===== src/rtl/pmic_glitch_sequencer_pkg.sv =====
// Shared definitions for the PMIC glitch sequencer: FSM encodings,
// instruction field layout and the chain-continuation decode.
package pmic_glitch_sequencer_pkg;

    localparam int INSTR_W     = 12;
    localparam int DATA_W      = 9;
    localparam int BUS_SEL_BIT = 9;
    localparam int DAC_BIT     = 10;
    localparam int DELAY_BIT   = 11;

    typedef enum logic [3:0] {
        S_INIT        = 4'd0,
        S_LOAD_INSTR  = 4'd1,
        S_I2C_WAIT    = 4'd2,
        S_I2C_CHECK   = 4'd3,
        S_DAC_UPDATE  = 4'd4,
        S_DELAY       = 4'd5,
        S_PREP_DELAY  = 4'd6,
        S_DEPTH_CLEAR = 4'd7,
        S_NEW_PARCEL  = 4'd9,
        S_PTR_DEC     = 4'd10
    } state_e;

    // After a DAC write or a finished delay: keep chaining, or end the parcel.
    function automatic state_e chain_next(input logic [INSTR_W-1:0] instr);
        if (instr[DELAY_BIT])
            return S_PREP_DELAY;
        else if (instr[DAC_BIT])
            return S_DAC_UPDATE;
        else
            return S_PTR_DEC;
    endfunction

endpackage


===== src/rtl/pmic_glitch_sequencer_updown_counter.sv =====
// Wrapping up/down counter with a priority load used as a clear.
module updown_counter #(
    parameter int WIDTH = 8
) (
    input  logic             clk,
    input  logic             inc_i,
    input  logic             dec_i,
    input  logic             clr_i,
    input  logic [WIDTH-1:0] load_val_i,
    output logic [WIDTH-1:0] count_o
);

    logic [WIDTH-1:0] count_q, count_d;

    always_comb begin
        count_d = count_q;
        if (clr_i)
            count_d = load_val_i;
        else if (inc_i && !dec_i)
            count_d = count_q + WIDTH'(1);
        else if (dec_i && !inc_i)
            count_d = count_q - WIDTH'(1);
    end

    always_ff @(posedge clk) begin
        count_q <= count_d;
    end

    assign count_o = count_q;

endmodule


===== src/rtl/pmic_glitch_sequencer.sv =====
// Programmable 1.2 V control path: matches I2C word sequences from a ROM
// program, then drives a chain of DAC writes and timed delays.
module pmic_glitch_sequencer
    import pmic_glitch_sequencer_pkg::*;
#(
    parameter int ADDR_W  = 8,
    parameter int DELAY_W = 32
) (
    input  logic               clk,
    input  logic               reset,
    input  logic [8:0]         i2c_main_i,
    input  logic               main_ready_i,
    input  logic [8:0]         i2c_priv_i,
    input  logic               priv_ready_i,
    output logic [ADDR_W-1:0]  rom_addr_o,
    input  logic [INSTR_W-1:0] rom_instr_i,
    output logic [7:0]         rom_delay_idx_o,
    input  logic [DELAY_W-1:0] rom_delay_i,
    output logic [7:0]         dac_out_o,
    output logic [3:0]         state_o,
    output logic [DELAY_W-1:0] delay_count_o
);

    state_e               state_q, state_d;
    logic [ADDR_W-1:0]    parcel_start_q, parcel_start_d;
    logic [INSTR_W-1:0]   parcel_instr_q, parcel_instr_d;
    logic [INSTR_W-1:0]   curr_q, curr_d;
    logic [DELAY_W-1:0]   delay_len_q, delay_len_d;
    logic [7:0]           dac_q, dac_d;

    logic [ADDR_W-1:0]    depth;
    logic                 depth_inc, depth_dec, depth_clr;
    logic [DELAY_W-1:0]   delay_count;
    logic                 dly_inc, dly_clr;
    logic [DELAY_W-1:0]   dly_load;

    logic                 sel_ready;
    logic [DATA_W-1:0]    sel_word;
    logic                 delay_done;

    assign sel_ready  = curr_q[BUS_SEL_BIT] ? priv_ready_i : main_ready_i;
    assign sel_word   = curr_q[BUS_SEL_BIT] ? i2c_priv_i   : i2c_main_i;
    assign delay_done = delay_count > delay_len_q;

    assign rom_addr_o      = parcel_start_q + depth;
    assign rom_delay_idx_o = (state_q == S_PREP_DELAY) ? curr_q[8:1] : 8'd0;
    assign dac_out_o       = dac_q;
    assign state_o         = state_q;
    assign delay_count_o   = delay_count;

    // The delay counter runs only in DELAY; INIT parks it at all-ones.
    assign dly_inc  = (state_q == S_DELAY);
    assign dly_clr  = (state_q != S_DELAY);
    assign dly_load = (state_q == S_INIT) ? {DELAY_W{1'b1}} : '0;

    updown_counter #(.WIDTH(ADDR_W)) u_depth (
        .clk        (clk),
        .inc_i      (depth_inc),
        .dec_i      (depth_dec),
        .clr_i      (depth_clr),
        .load_val_i ('0),
        .count_o    (depth)
    );

    updown_counter #(.WIDTH(DELAY_W)) u_delay (
        .clk        (clk),
        .inc_i      (dly_inc),
        .dec_i      (1'b0),
        .clr_i      (dly_clr),
        .load_val_i (dly_load),
        .count_o    (delay_count)
    );

    always_comb begin
        state_d        = state_q;
        parcel_start_d = parcel_start_q;
        parcel_instr_d = parcel_instr_q;
        curr_d         = curr_q;
        delay_len_d    = delay_len_q;
        dac_d          = dac_q;
        depth_inc      = 1'b0;
        depth_dec      = 1'b0;
        depth_clr      = 1'b0;

        case (state_q)
            S_INIT: begin
                parcel_start_d = '0;
                parcel_instr_d = '0;
                curr_d         = '0;
                delay_len_d    = '0;
                dac_d          = '0;
                depth_clr      = 1'b1;
                state_d        = S_NEW_PARCEL;
            end
            S_NEW_PARCEL: begin
                parcel_start_d = rom_addr_o;
                parcel_instr_d = rom_instr_i;
                depth_clr      = 1'b1;
                state_d        = S_LOAD_INSTR;
            end
            S_LOAD_INSTR: begin
                curr_d    = parcel_instr_q;
                depth_inc = 1'b1;
                if (rom_instr_i[DELAY_BIT])
                    state_d = S_PREP_DELAY;
                else if (rom_instr_i[DAC_BIT])
                    state_d = S_DAC_UPDATE;
                else
                    state_d = S_I2C_WAIT;
            end
            S_I2C_WAIT: begin
                if (sel_ready)
                    state_d = S_I2C_CHECK;
            end
            S_I2C_CHECK: begin
                depth_inc = 1'b1;
                if (sel_word == curr_q[DATA_W-1:0]) begin
                    curr_d = rom_instr_i;
                    // DAC wins over delay straight after a match.
                    if (rom_instr_i[DAC_BIT])
                        state_d = S_DAC_UPDATE;
                    else if (rom_instr_i[DELAY_BIT])
                        state_d = S_PREP_DELAY;
                    else
                        state_d = S_I2C_WAIT;
                end else begin
                    state_d = S_DEPTH_CLEAR;
                end
            end
            S_DEPTH_CLEAR: begin
                depth_clr = 1'b1;
                state_d   = S_LOAD_INSTR;
            end
            S_DAC_UPDATE: begin
                dac_d     = curr_q[8:1];
                curr_d    = rom_instr_i;
                depth_inc = 1'b1;
                state_d   = chain_next(rom_instr_i);
            end
            S_PREP_DELAY: begin
                delay_len_d = rom_delay_i;
                state_d     = S_DELAY;
            end
            S_DELAY: begin
                if (delay_done) begin
                    curr_d    = rom_instr_i;
                    depth_inc = 1'b1;
                    state_d   = chain_next(rom_instr_i);
                end
            end
            S_PTR_DEC: begin
                // Step back so the chain-ending instruction opens the next parcel.
                depth_dec = 1'b1;
                state_d   = S_NEW_PARCEL;
            end
            default: state_d = S_INIT;
        endcase
    end

    always_ff @(posedge clk) begin
        if (reset) begin
            state_q <= S_INIT;
            dac_q   <= '0;
        end else begin
            state_q <= state_d;
            dac_q   <= dac_d;
        end
    end

    always_ff @(posedge clk) begin
        parcel_start_q <= parcel_start_d;
        parcel_instr_q <= parcel_instr_d;
        curr_q         <= curr_d;
        delay_len_q    <= delay_len_d;
    end

endmodule


===== config.mk =====
export PLATFORM = sky130hd
export DESIGN_NAME = pmic_glitch_sequencer
export DESIGN_NICKNAME = d
export VERILOG_FILES = /design/src/rtl/pmic_glitch_sequencer_pkg.sv /design/src/rtl/pmic_glitch_sequencer_updown_counter.sv /design/src/rtl/pmic_glitch_sequencer.sv
export SDC_FILE = /design/constraint.sdc
export NUM_CORES = 1
export LEC_CHECK = 0
export ABC_AREA = 1
export CAP_MARGIN = 20
export CORE_ASPECT_RATIO = 1.4
export CORE_MARGIN = 1
export CORE_UTILIZATION = 56
export CTS_CLUSTER_DIAMETER = 50
export DETAILED_ROUTE_END_ITERATION = 10
export GPL_TIMING_DRIVEN = 0
export PLACE_DENSITY = 0.82
export SETUP_SLACK_MARGIN = 0.02
export SLEW_MARGIN = 40
export SYNTH_ARGS = -nofsm -noshare
export SYNTH_HDL_FRONTEND = slang
export SYNTH_HIERARCHICAL = 1
export SYNTH_SLANG_ARGS = --single-unit

===== constraint.sdc =====
create_clock -name clk -period 3.3 [get_ports clk]
set_input_delay 0.66 -clock clk [delete_from_list [all_inputs] [get_ports clk]]
set_output_delay 0.66 -clock clk [all_outputs]
set_load 0.01 [all_outputs]

==> impl_metrics.py <==
metrics = {
    "finish": {
        "num-fill-cells": 1184,
        "area_growth_pct": 25.81,
        "seqCellArea_um2": 3244,
        "antenna_cells": 0,
        "multi_input_area_um2": 4984,
        "fin_cells": 1639,
        "nNetsFinal": 1586,
        "drive_above_1_share": 0.1012,
    },
    "clock_network": {
        "postCtsHoldBufs": 0,
        "clock_latency_ns": 0.37,
        "clk_path_buf_depth": 2,
        "path_clk_slew_ns": 0.09,
        "cts_max_level": 3,
        "cts.sinks": 112,
        "root_buffer": "clkbuf_16",
        "cts_tree": "done",
        "numCtsBuffers": 9,
    },
    "synthesis": {
        "syn_area_um2": 8960,
        "synth_edf_count": 100,
        "synth.distinct_cells": 48,
        "synth-seq-cells": 112,
        "async_reset_ff_frac": 0,
        "ys.flop_type": "edfxtp_1",
        "ys_seq_area_frac": 0.3620,
        "yosysTopAreaCellShare": 0.3351,
        "syn_area_per_cell_um2": 7.044,
        "synth_area_leaders": "edfxtp_1 34%, nand2_1 18%, ha_1 11%, inv_1 10%, nor2_1 4.9%",
        "synth_warnings": 6,
        "synth_cells": 1272,
        "synth_top_area_cell": "edfxtp_1",
    },
    "routing": {
        "vias": 8517,
        "finalWirelength_mm": 23.67,
        "dr.pass1.iters": 6,
        "via_per_inst": 5.196,
        "drt_iter0_markers": 487,
        "wl_per_cell_um": 14.44,
        "drtAntennaViolNets": 0,
        "drc": 0,
    },
    "sta": {
        "final-max-slew-violation-count": 0,
        "finalSetupViolCount": 0,
        "relSlewSlack": 0.5053,
        "timing.hold.ws_ns": 0.4639,
        "finalSetupTns_ns": 0,
        "finClkSkew_ns": 0.01152,
        "finalHoldViolations": 0,
        "rsz0062_at_grt": "yes",
        "period_needed_ns": 3.152,
        "finalCritPeriodShare": 0.9552,
        "worst_pin_slew_ns": 0.7394,
        "timing.fmax_mhz": 317.2,
    },
    "outcome": {
        "status": "finished, final reports clean",
    },
    "worst_hold_path": {
        "hold_path_class": "reg2reg",
    },
    "placed_design": {
        "place.gp.congestion": 0.9383,
        "dp_cells": 1602,
        "numPortBuffers": 124,
        "dp_hpwl_mm": 17.88,
    },
    "floorplan": {
        "coreArea_um2": 15610,
        "die_h_um": 151.7,
        "rows": 54,
        "ios": 126,
        "dieArea_um2": 16520,
        "initial_core_util": 0.5741,
        "chipWidth_um": 108.9,
    },
    "power": {
        "ir_worst_vdd_v": 0.001000,
        "power_density_nw_per_um2": 1125,
        "leakagePower_nw": 5.693,
        "power_mw": 12.68,
    },
    "critical_path": {
        "critical_path.top_delay_family": "buffers and inverters",
        "worst-path-max-fanout": 4,
        "endpoint_kind": "output pin",
        "slowest_delay_ns": 0.59,
        "critPathBufInv": 2,
        "crit_slowest_cell": "clkdlybuf4s50_1",
        "worst-setup-path-type": "reg2out",
        "start_kind": "flop",
        "required_ns": 2.64,
        "cp.arrival_ns": 2.49,
        "path_cells": "ha_1 -> inv_1 -> nor3_1 -> nand2_1 -> o211ai_1 -> xnor2_1 -> clkdlybuf4s50_1",
    },
    "flow_run": {
        "cap_violations": 0,
    },
    "grt": {
        "grt_pass1_wl_mm": 36.88,
        "grt_max_degree": 35,
        "grt_pass1_vias": 8053,
        "overflow": 0,
        "antenna_found_initial": 0,
        "grt_use_total": 0.2916,
    },
}
[synthesized netlist by cell type (3+ instances only)]
master and instances:
xnor2_1 11, o21ai_1 12, dfxtp_1 12, o21bai_1 5
nand2_2 17, nand4_1 5, nand3_2 7, xor2_1 4
o211ai_1 3, or2_2 4, nand2_1 423, inv_1 249
nor2_2 8, edfxtp_1 100, nand3b_1 7, clkbuf_1 11
inv_2 7, nand3_1 67, o21ai_0 23, a21o_1 3
ha_1 79, nor3_1 4, nor2_1 117, a21oi_1 60
fa_1 3
[power breakdown]
group	internal [mW]	switching (mW)	leakage [nW]
registers	2.56	0.506	1.14
clock network	0.553	0.623	0.154
logic	3.44	5.00	4.40
[layer usage]
layer / vias up / global-route usage / share of wire
li1: 4326 / - / -
met3: 65 / 0.04662 / 0.056
met1: 3835 / 0.3139 / 0.38
met2: 291 / 0.5513 / 0.53
met4: 0 / 0.1264 / 0.037
met5: - / 0 / 0
[through the flow]
step	area [µm²]	utilization	setup slack (ns)
after detailed placement	10500	0.6728	-0.2788
after CTS	10840	0.6948	0.05253
after global placement	10480	0.6715	-0.6057
after global routing	11270	0.7222	-0.09425
after floorplan	8994	-	0.2003
final	11270	0.7222	0.1479
[placed cells by master, fill, tap and decap left out, types with 5 or more instances in the layout]
master           count
inv_1              247
o21ai_0             21
o21ai_1             12
a21oi_1             59
nand2_1            417
conb_1              10
ha_4                15
inv_2                8
nor2_1             106
clkdlybuf4s50_1    122
clkbuf_16            9
xnor2_1             11
nand4_1              5
nand3_1             65
edfxtp_1           100
ha_1                60
buf_4               21
dfxtp_1             11
nor2_2              18
nand3_2              9
clkbuf_1             9
nand3b_1             7
nand2_2             22
[final cells by class]
type,instances,share of cell area
Multi-Input combinational cell,894,0.4421
Sequential cell,112,0.2878
Timing Repair Buffer,146,0.1259
Inverter,258,0.08658
Tap cell,196,0.02176
Clock buffer,9,0.01998
Clock inverter,7,0.008103
Buffer,17,0.007770
[state kept, by name, summed over array words and instances, names as in the netlist]
signal	cells
delay_len_q	32
state_o	4
curr_q	10
dac_out_o	8
u_delay/count_o	32
parcel_start_q	8
parcel_instr_q	10
u_depth/count_o	8
[repair_timing]
item / CTS / global route
buffers inserted: 1 / 20
pin swaps: 0 / 8
setup endpoints to repair: 32 / 49
gates resized for setup: 9 / 51
[worst paths after layout]
check                                         start            endpoint  slack [ns]  cells past startpoint
worst max register to register  u_delay/count_o[13]  u_depth/count_o[6]        0.16                     21
worst min register to register         dac_out_o[2]        dac_out_o[2]        0.46                      2
worst max-delay path             u_depth/count_o[3]       rom_addr_o[7]        0.15                      7
worst min-delay path                   dac_out_o[2]        dac_out_o[2]        0.46                      2
[cell families (layout without fill, tap and decap cells)]
logic type | count (synthesis) | after routing | synth area share
AOI/OAI and AO/OA | 116 | 116 | 0.07317
xor gates and xnor gates | 15 | 15 | 0.01466
adders and majority gates | 82 | 82 | 0.1170
buffers and inverters | 275 | 437 | 0.1176
DFF | 112 | 112 | 0.3620
other | 1 | 10 | 0.0004185
and+or+nand+nor | 671 | 671 | 0.3152
[worst min-delay path: cells and delay by family (launching register included)]
family | cells | cell delay [ns]
AOI/OAI and AO/OA | 1 | 0.05
DFF | 1 | 0.32
and+or+nand+nor | 1 | 0.06
Note: power is estimated with default switching activity, not from simulation.
